$ cat src/rtl/div_32b.sv
// ---------------------------------------------------------------------------
// div_32b : unsigned restoring shift-subtract divider, one quotient bit per
//           clock, MSB first.
//
// Ports
//   clk          in   clock, all state updates on the rising edge
//   rst_n        in   asynchronous active-low reset
//   start        in   request a division (ignored while busy)
//   a            in   WIDTH  unsigned dividend, sampled when start is accepted
//   b            in   WIDTH  unsigned divisor, sampled when start is accepted
//   busy         out  high while a division is running
//   done         out  one-cycle pulse, results valid in that cycle
//   quot         out  WIDTH  floor(a/b), all ones when b=0
//   rem          out  WIDTH  a - b*quot, equals a when b=0
//   div_by_zero  out  set when the completed operation had b=0
//
// Timing: a non-zero divisor spends WIDTH cycles in RUN, so done appears
// WIDTH+1 edges after the start request is presented (33 for WIDTH=32).
// A zero divisor skips RUN and reports on the very next cycle. A start
// presented during the done cycle is accepted back-to-back.
// ---------------------------------------------------------------------------
module div_32b #(
   parameter int WIDTH = 32
) (
   input  logic             clk,
   input  logic             rst_n,
   input  logic             start,
   input  logic [WIDTH-1:0] a,
   input  logic [WIDTH-1:0] b,
   output logic             busy,
   output logic             done,
   output logic [WIDTH-1:0] quot,
   output logic [WIDTH-1:0] rem,
   output logic             div_by_zero
);

   localparam int CW = $clog2(WIDTH);

   typedef enum logic [1:0] {
      IDLE = 2'd0,
      RUN  = 2'd1,
      DONE = 2'd2
   } state_t;

   state_t           state;
   logic [CW-1:0]    count;
   logic [WIDTH-1:0] dividend;   // shifts out dividend bits, shifts in quotient bits
   logic [WIDTH-1:0] divisor;
   logic [WIDTH-1:0] part_rem;   // restored remainder is always < divisor

   logic [WIDTH:0]   shifted;
   logic [WIDTH:0]   diff;
   logic             take;
   logic [WIDTH-1:0] rem_step;
   logic [WIDTH-1:0] dividend_step;
   logic             last;

   // 33-bit trial subtract. shifted < 2*divisor, so when shifted >= divisor
   // the difference fits in WIDTH bits; when shifted < divisor the result
   // wraps and its top bit is set. The top bit is therefore the borrow.
   assign shifted       = {part_rem, dividend[WIDTH-1]};
   assign diff          = shifted - {1'b0, divisor};
   assign take          = ~diff[WIDTH];
   assign rem_step      = take ? diff[WIDTH-1:0] : shifted[WIDTH-1:0];
   assign dividend_step = {dividend[WIDTH-2:0], take};
   assign last          = (count == CW'(WIDTH - 1));

   always_ff @(posedge clk or negedge rst_n) begin
      if (!rst_n) begin
         state       <= IDLE;
         count       <= '0;
         dividend    <= '0;
         divisor     <= '0;
         part_rem    <= '0;
         busy        <= 1'b0;
         done        <= 1'b0;
         quot        <= '0;
         rem         <= '0;
         div_by_zero <= 1'b0;
      end else begin
         done <= 1'b0;
         case (state)
            IDLE, DONE: begin
               if (start) begin
                  dividend    <= a;
                  divisor     <= b;
                  part_rem    <= '0;
                  count       <= '0;
                  div_by_zero <= 1'b0;
                  if (b == '0) begin
                     // Zero divisor: report immediately, no RUN cycles.
                     quot        <= '1;
                     rem         <= a;
                     div_by_zero <= 1'b1;
                     done        <= 1'b1;
                     busy        <= 1'b0;
                     state       <= DONE;
                  end else begin
                     busy  <= 1'b1;
                     state <= RUN;
                  end
               end else begin
                  busy  <= 1'b0;
                  state <= IDLE;
               end
            end
            RUN: begin
               part_rem <= rem_step;
               dividend <= dividend_step;
               count    <= count + 1'b1;
               if (last) begin
                  quot  <= dividend_step;
                  rem   <= rem_step;
                  busy  <= 1'b0;
                  done  <= 1'b1;
                  state <= DONE;
               end
            end
            default: begin
               busy  <= 1'b0;
               state <= IDLE;
            end
         endcase
      end
   end

endmodule

$ cat config.mk
export PLATFORM = sky130hd
export DESIGN_NAME = div_32b
export DESIGN_NICKNAME = d
export VERILOG_FILES = /design/src/rtl/div_32b.sv
export SDC_FILE = /design/constraint.sdc
export NUM_CORES = 1
export LEC_CHECK = 0
export CORE_MARGIN = 2
export CORE_UTILIZATION = 35
export DETAILED_ROUTE_END_ITERATION = 16
export PLACE_DENSITY = 0.53
export SLEW_MARGIN = 20
export SYNTH_ARGS = -nofsm -noshare
export SYNTH_HDL_FRONTEND = slang
export SYNTH_SLANG_ARGS = --single-unit
$ cat constraint.sdc
create_clock -name clk -period 5.9 [get_ports clk]
set_clock_uncertainty 0.1 [all_clocks]
set_input_delay 0.885 -clock clk [delete_from_list [all_inputs] [get_ports clk]]
set_output_delay 0.885 -clock clk [all_outputs]
set_load 0.01 [all_outputs]
==> metrics.txt <==
# Post-CTS Setup Buffers 0; Tmin final roughly 4 ns; Via-to-Cell Ratio 5.16; asr flop ratio synth 100%; effective utilization at floorplan 35.8%; Filler cells 2,543; Main synth FF type dfrtp_1; FF+latch count, synth 170; WP data required 6.12 ns; number of global-route vias before repair 7,696; WL per Instance 17.8 um; Routability Congestion roughly 0.83; synth unique cells 60; Clock power frac 15.4%; reg2reg setup slack 1.95 ns; Area Overhead vs Synth 24.1%; Reg2Reg Capture Point rem[14]; GRT Overall Usage 20.4%; final hold vios 0; ranking of synthesized cells by area dfrtp_1, nand2_1, o21ai_0, ha_1, nor2_1; largest net degree at the start of global routing 98; fin nets 1,251; Multi-input gate area 0.00440 mm^2; H-tree depth 4; ant diodes 0; design area 0.0112 mm^2; P_int 4.03 mW; TritonCTS clock tree done; Port-buffer cells 133; FF+latch area about 0.0043 mm^2; Die Footprint 0.0272 mm^2; Yosys top cell by area dfrtp_1; min-delay worst type in -> async; Arrival @ worst endpoint 4.17 ns; initial antenna violation count 0; layout cell share with drive strength beyond 1 5.16%; highest clock rate between 0.2 and 0.3 GHz; Worst-path clk slew roughly 0.07 ns; ANT nets after route 0; placed cell count 1,460; Post-synth EDFFs 0; vias 7,700; Sw Ratio 45.5%; Net Switching 3.36 mW; commonest non-fill, non-tap cell in the layout nand2_1; first-pass GRT wire length about 43 mm; RSZ-0062 raised after global routing false; syn_nets around 1,200; Slew @ Worst Pin 1.01 ns; Total Neg Setup Slack 0 ns; DIE HEIGHT around 160 um; Core ar. between 0.02 and 0.03 mm^2; Rel. slew slack 32.8%; Max IR drop VDD 0.000283 V; initial drt markers 614; detailed placement HPWL 18.9 mm; row count 58; status completed; Worst-Skew Late Latency roughly 0.44 ns; RR Startpoint dividend[31]; Post-Layout Cell Count 1,492; DRT Pass-1 Iters 5; total congestion overflow 0; # IOs 134; Post-DP Area between 0.01 and 0.015 mm^2; TritonCTS Sinks 170; Setup crit start dividend[31]; Pwr Density between 600 and 700 mW/mm^2; post-cts resize count 0; DRC Markers 0; Max FO, Critical Path 30; post-synthesis sequential area ratio 47.0%; leading cell types in the layout, fill and taps excluded nand2_1, dfrtp_1, clkdlybuf4s50_1; Comb power frac 57.6%; Mapped Cells roughly 1,100; register share of total power between 20% and 30%; mapped cell area 0.00905 mm^2; Mean Syn Cell Area 8.61 um^2; Routed WL around 27 mm; CTS Buffer Depth 2; critical path capture point type flip-flop; yosys warns 0; clk root buf clkbuf_16; Max Slew Vio Count 0; Setup CP Type reg -> reg; critical path launch point type flip-flop; Max-Cap Viols 0; CTS Buf Count 17; Leak Pwr approximately 4.6 nW; reg2reg path depth 13; CTS Hold Bufs 0; share of Yosys cell area claimed by the top area cell type between 40% and 50%; final setup fails 0; period utilisation layout roughly 67%; width of the die about 160 um
==> Yosys cell counts (all sizes together) (2+ instances only) <==
cell type,n
o22a,2
o311ai,2
a31oi,37
nor2b,9
nand2,238
mux2i,23
ha,34
a311oi,2
nand4,9
or3,8
nor2,94
nand3,12
xor2,10
o21ai,124
a21boi,3
a22o,2
o21a,11
a21oi,36
o21bai,6
nor4,12
o211ai,4
dfrtp,170
o22ai,6
nor3,9
a21o,13
o41ai,2
and4,2
a211oi,21
a22oi,5
clkbuf,54
xnor2,15
inv,39
buf,12
nand2b,6
o2111ai,3
and3,4
==> power groups by stage <==
stage               clock network [mW]  logic (mW)  registers, mW
floorplan                            0        2.99           1.97
global placement                     0        4.25           2.02
detailed placement                   0        4.29           2.01
CTS                               1.16        4.32           2.00
global route                      1.20        4.79           2.06
finish                            1.14        4.26           1.99
==> critical path, stage by stage, from the launching register on <==
cell       delay [ns]
dfrtp_1          0.35
inv_1            0.07
ha_1             0.24
fa_1             0.42
nor2b_1          0.18
o211ai_1         0.14
a31oi_2          0.32
o2111ai_2        0.22
and4_4           0.23
nor3_4           0.62
buf_12           0.30
mux2i_1          0.39
o211ai_2         0.10
o21a_1           0.14
==> sequential cells by signal, indices dropped and copies added (netlist names) <==
name and count:
state 2, divisor 32, count 5, done 1, div_by_zero 1, rem 32
busy 1, quot 32, dividend 32, part_rem 32
==> layer usage <==
| metal | global-route usage (%) | part of all wire (%) | vias to the layer above |
|---|---|---|---|
| li1 | - | - | 3834 |
| met1 | 27.2 | 46 | 3692 |
| met2 | 34.7 | 49 | 153 |
| met3 | 2.99 | 3.3 | 21 |
| met4 | 5.38 | 1.4 | 0 |
| met5 | 0 | 0 | - |
==> kinds of logic (layout without fill, tap and decap cells) <==
group	after synthesis	in the layout	share of synthesized area, %
compound gates	287	287	19.7
xor+xnor	25	25	2.42
fa+ha+maj	35	35	4.92
buf+inv	105	216	4.62
flops	170	170	47.0
mux	23	23	2.54
simple gates	406	406	18.8
==> worst max path at each step <==
stage	to	slack (ns)	cells after the start
floorplan	rem[14]	2.94	13
global placement	rem[5]	1.64	10
detailed placement	rem[1]	1.61	10
CTS	rem[10]	1.90	13
global route	rem[10]	1.73	10
finish	rem[14]	1.95	13
==> layout make-up <==
class | instances | share of cell area (%)
clock buffers | 18 | 3.82
clock inverters | 14 | 1.37
inverters | 39 | 1.30
multi-input cells | 776 | 39.2
flip-flops and latches | 170 | 37.9
well taps | 330 | 3.68
repair buffers | 145 | 12.8
==> per-stage QoR <==
stage	setup WS, ns	power, mW	hold WS, ns	utilization, %
after global placement	1.64	6.27	0.371	42.1
after detailed placement	1.61	6.31	0.372	42.1
after floorplan	2.94	4.97	0.350	-
final	1.95	7.39	0.377	44.5
after CTS	1.90	7.47	0.389	44.5
after global routing	1.73	8.05	0.419	44.5
(Power assumes the default switching activity.)
